[src/rtl/usart_tx_fifo.sv]
// usart_tx_fifo
// Byte FIFO that feeds a USART transmitter. Bytes are written at the tail.
// The head byte is presented continuously on data_out/valid. It is removed
// only when the transmitter signals the end of a frame by raising tx_ready.
// A rising edge of tx_ready is detected after two register stages.
//
// Ports
//   serial_clock   in   sole clock, rising edge
//   reset          in   synchronous, active-high reset
//   write_data     in   [7:0] byte to enqueue
//   write_strobe   in   enqueue write_data this cycle
//   clear_overflow in   clears the sticky overflow flag
//   full           out  count == DEPTH
//   empty          out  count == 0
//   count          out  [COUNT_WIDTH-1:0] bytes stored, including the head
//   overflow       out  sticky: a write was dropped because the FIFO was full
//   data_out       out  [7:0] head byte, goes to the transmitter's data_in
//   valid          out  head byte present, goes to the transmitter's valid
//   tx_ready       in   transmitter ready, high for one bit period after stop
module usart_tx_fifo #(
    parameter int DEPTH       = 16,
    parameter int COUNT_WIDTH = 5
) (
    input  logic                   serial_clock,
    input  logic                   reset,
    input  logic [7:0]             write_data,
    input  logic                   write_strobe,
    input  logic                   clear_overflow,
    output logic                   full,
    output logic                   empty,
    output logic [COUNT_WIDTH-1:0] count,
    output logic                   overflow,
    output logic [7:0]             data_out,
    output logic                   valid,
    input  logic                   tx_ready
);

    localparam int PTR_W = $clog2(DEPTH);

    logic [7:0]             mem_reg [DEPTH];
    logic [7:0]             head_reg;
    logic [PTR_W-1:0]       wr_ptr_reg;
    logic [PTR_W-1:0]       rd_ptr_reg;
    logic [COUNT_WIDTH-1:0] count_reg;
    logic                   overflow_reg;
    logic                   tx_ready_q1;
    logic                   tx_ready_q2;

    logic                   pop_event;
    logic                   pop_do;
    logic                   write_do;
    logic [PTR_W-1:0]       rd_ptr_next;

    assign full     = (count_reg == COUNT_WIDTH'(DEPTH));
    assign empty    = (count_reg == '0);
    assign valid    = !empty;
    assign count    = count_reg;
    assign overflow = overflow_reg;
    assign data_out = head_reg;

    // One pulse per tx_ready rising edge. The pulse is seen one edge after
    // the rise, so the pop lands on the second edge after the rise.
    assign pop_event = tx_ready_q1 & !tx_ready_q2;
    assign pop_do    = pop_event && !empty;
    // A full FIFO still takes the write when a pop frees a slot in the same cycle.
    assign write_do  = write_strobe && (!full || pop_do);

    assign rd_ptr_next = pop_do ? rd_ptr_reg + PTR_W'(1) : rd_ptr_reg;

    always_ff @(posedge serial_clock) begin
        if (reset) begin
            wr_ptr_reg   <= '0;
            rd_ptr_reg   <= '0;
            count_reg    <= '0;
            overflow_reg <= 1'b0;
            tx_ready_q1  <= 1'b0;
            tx_ready_q2  <= 1'b0;
        end else begin
            tx_ready_q1 <= tx_ready;
            tx_ready_q2 <= tx_ready_q1;
            if (write_do) begin
                wr_ptr_reg <= wr_ptr_reg + PTR_W'(1);
            end
            rd_ptr_reg <= rd_ptr_next;
            count_reg  <= count_reg + COUNT_WIDTH'(write_do) - COUNT_WIDTH'(pop_do);
            // A dropped write wins over a same-cycle clear.
            if (write_strobe && !write_do) begin
                overflow_reg <= 1'b1;
            end else if (clear_overflow) begin
                overflow_reg <= 1'b0;
            end
        end
    end

    // Storage and head register have no reset; valid qualifies data_out.
    // The head is a registered read of the next read address. When the byte
    // being written becomes the new head (the FIFO was empty, or one entry is
    // popped while another is written), the write data is forwarded because
    // the array still holds the old contents at that address.
    always_ff @(posedge serial_clock) begin
        if (!reset && write_do) begin
            mem_reg[wr_ptr_reg] <= write_data;
        end
        if (write_do && (wr_ptr_reg == rd_ptr_next)) begin
            head_reg <= write_data;
        end else begin
            head_reg <= mem_reg[rd_ptr_next];
        end
    end

endmodule

[config.mk]
export PLATFORM = sky130hd
export DESIGN_NAME = usart_tx_fifo
export DESIGN_NICKNAME = d
export VERILOG_FILES = /design/src/rtl/usart_tx_fifo.sv
export SDC_FILE = /design/constraint.sdc
export NUM_CORES = 1
export LEC_CHECK = 0
export ABC_CLOCK_PERIOD_IN_PS = 3210
export CORE_MARGIN = 8
export CORE_UTILIZATION = 43
export DETAILED_ROUTE_END_ITERATION = 12
export SETUP_SLACK_MARGIN = 0.15
export SLEW_MARGIN = 20
export SYNTH_ARGS = -nofsm -noshare
export SYNTH_HDL_FRONTEND = slang
export SYNTH_SLANG_ARGS = --single-unit
[constraint.sdc]
create_clock -name serial_clock -period 3.21 [get_ports serial_clock]
set_clock_uncertainty 0.2 [all_clocks]
set_input_delay 0.642 -clock serial_clock [delete_from_list [all_inputs] [get_ports serial_clock]]
set_output_delay 0.642 -clock serial_clock [all_outputs]
set_load 0.1 [all_outputs]
==> run summary <==
run status - finished, final reports clean
number of antenna diodes - 0
dominant synthesized flop cell - edfxtp_1
post-DP HPWL - 11.50 mm
initial antenna violation count - 0
last weighted congestion value of the routability-driven placer - 0.7800
clk root buf - clkbuf_16
vias per cell - 5.878
Die Y-Extent - 148.5 um
Seq/Total Area, Yosys - 0.5729
Synth async-reset ratio - 0
capture point of the worst reg-to-reg path - data_out[1]$_DFF_P_
Hold Vio Cnt, Final - 0
Starting DRT DRC Count - 349
remaining design rule violation count - 0
Crit path buffers/inverters - 2
detailed-route wire length - 17.78 mm
maximum single-stage delay on the critical path - 0.54 ns
R2R Setup Slk - 0.27 ns
Fmax achieved - 340.5 MHz
Die W - 148.5 um
Distinct cells, synth - 53
synthesis-to-finish area growth - 18.15%
biggest fanout along the worst timing path - 9
aggregate global-route resource usage - 0.1647
pin count of the biggest net entering global routing - 54
TritonCTS clock tree - done
clock-pin slew reported for the worst setup and hold paths after clock tree synthesis - 0.06 ns
max reg flops - 128
worst min-delay path category - flop to flop
Final Core Density - 0.5173
Warnings, synthesis - 0
number of violations of the max-capacitance limit - 0
vias in the first global route - 4758
area of the die - 22050 um2
slew at the pin closest to its max-slew limit - 0.7376 ns
cell family with most CP delay - compound AO/OA/AOI/OAI gates
number of nets in the final layout - 565
number of placement rows - 48
synthesized net count - 503
worst endpoint data arrival time - 3.07 ns
global-route wire length before repair - 27.05 mm
startpoint type of the worst setup path - flop
total number of vias - 4573
average wire length per cell after detail routing - 22.85 um
# setup viols final - 0
share of post-route cells with drive strength above 1 - 0.3526
aggregate global routing overflow - 0
RSZ-0062 raised after global routing - true
depth of the CTS H-tree - 4
last element of the critical path - data_out[1]$_DFF_P_
worst vdd rail ir drop - 0.5222 mV
Mapped Cells - 478
Leakage - 2.931 nW
power density relative to cell area - 747.6 nW/um2
clock network latency to the later pin of the worst-skew pair - 0.43 ns
maximum count of clock buffers along a single path - 2
worst-path cell chain - inv_2 > ha_1 > or4b_4 > buf_4 > nand3_1 > xnor3_1 > a211o_1 > a41oi_1
crit end category - flop
Placed Instance Area - 8267 um2
Starting Density - 0.4379
origin of the critical flop-to-flop path - count[2]$_SDFF_PP0_
ports placed on the boundary - 30
Detail Route Antenna Nets - 0
Inserted Clock Buffers - 17
number of detailed-route iterations in the first pass - 7
FF+latch count, synth - 152
total core area - 17240 um2
category of the critical setup timing path - flop to flop
required time at the worst-slack endpoint - 3.34 ns
ratio of final minimum period to clock period - 0.9149
Critical path origin - count[2]$_SDFF_PP0_
synthesized area - 7547 um2
average footprint of a synthesized cell - 15.79 um2
Slowest-stage cell, CP - or4b_4
clock sink total - 152
post-route cell area - 8917 um2
number of stages on the worst setup path - 8
number of port buffers - 29
final count of pins violating max slew - 0
min Tclk post-route - 2.937 ns
Max-slew headroom - 0.5076
depth of the worst register-to-register path - 8
count of flip-flops with a built-in enable after synthesis - 128
==> Yosys cell counts (11+ instances only) <==
library cell / number / area [um2]
mux2_2: 30 / 337.8
mux4_2: 45 / 1013
dfxtp_1: 24 / 480.5
nor3_1: 12 / 60.06
nand2_1: 14 / 52.55
inv_1: 11 / 41.29
clkbuf_1: 14 / 52.55
ha_1: 11 / 137.6
xnor2_1: 12 / 105.1
edfxtp_1: 128 / 3844
nor2_1: 31 / 116.4
a21oi_1: 14 / 70.07
mux2i_1: 38 / 380.4
==> area by class of cell <==
| cell class | instances | area, um2 |
|---|---|---|
| Tap cell | 225 | 281.5 |
| Timing Repair Buffer | 73 | 603.1 |
| Inverter | 13 | 60.06 |
| Clock buffer | 17 | 425.4 |
| Clock inverter | 15 | 175.2 |
| Sequential cell | 152 | 4338 |
| Fill cell | 1373 | 8319 |
| Multi-Input combinational cell | 283 | 3034 |
==> worst register-to-register path: cells and delay by family, from the launching register on <==
kind                     cells  cell delay [ns]
flip-flops                   1             0.35
XOR/XNOR                     1             0.40
AND/OR/NAND/NOR              2             0.74
AO/OA/AOI/OAI                2             0.75
buffers and inverters        2             0.23
adder cells (fa/ha/maj)      1             0.17
==> metal layers <==
layer | track usage | part of all wire | vias up
met5 | 0 | 0 | -
met4 | 0.06884 | 0.020 | 0
met3 | 0.03251 | 0.041 | 25
met2 | 0.2823 | 0.51 | 125
met1 | 0.1986 | 0.43 | 2375
li1 | - | - | 2048
==> through the flow <==
stage	hold WS (ns)	total power [mW]	std cells	setup WS [ns]	TNS, ns
floorplan	0.2527	4.150	478	-0.1295	-1.098
global route	0.3126	6.890	778	0.1444	0
CTS	0.2938	6.669	772	0.2164	0
global placement	0.2733	4.620	740	0.1931	0
finish	0.2898	6.666	778	0.2733	0
detailed placement	0.2856	4.651	740	0.1651	0
==> worst min path at each step <==
stage                                 startpoint                      to  slack [ns]  cells past startpoint
after floorplan           tx_ready_q1$_SDFF_PP0_  tx_ready_q2$_SDFF_PP0_        0.25                      1
after global placement    tx_ready_q1$_SDFF_PP0_  tx_ready_q2$_SDFF_PP0_        0.27                      1
after detailed placement  tx_ready_q1$_SDFF_PP0_  tx_ready_q2$_SDFF_PP0_        0.29                      1
after CTS                 tx_ready_q1$_SDFF_PP0_  tx_ready_q2$_SDFF_PP0_        0.29                      1
after global routing      tx_ready_q1$_SDFF_PP0_  tx_ready_q2$_SDFF_PP0_        0.31                      1
final                     tx_ready_q1$_SDFF_PP0_  tx_ready_q2$_SDFF_PP0_        0.29                      1
==> power breakdown <==
group	internal (mW)	switching [mW]	leakage (nW)
Sequential	2.27	0.0778	1.35
Combinational	0.797	1.50	1.29
Clock	1.22	0.804	0.290
==> kinds of logic after synthesis <==
kind of cell	count (synthesis)	share of synthesized area
flops	152	0.5729
mux	118	0.2468
simple gates	84	0.05620
compound gates	55	0.05736
buf+inv	43	0.02769
xor+xnor	14	0.01807
fa+ha+maj	12	0.02089
==> cell usage in the layout (no fill, tap or decap), types with 13 or more instances in the layout <==
cell	netlist	layout
mux4_2	45	45
buf_4	1	59
mux2_2	30	30
clkbuf_16	0	17
dfxtp_1	24	17
edfxtp_1	128	128
nand2_1	14	14
a21oi_1	14	13
nor2_1	31	31
mux2i_1	38	38
==> what timing repair did <==
item,in CTS,in global routing
resized for setup,0,2
hold buffers,0,0
setup endpoints to repair,0,4
buffers inserted,0,6
Power figures use the tool's default switching activity.
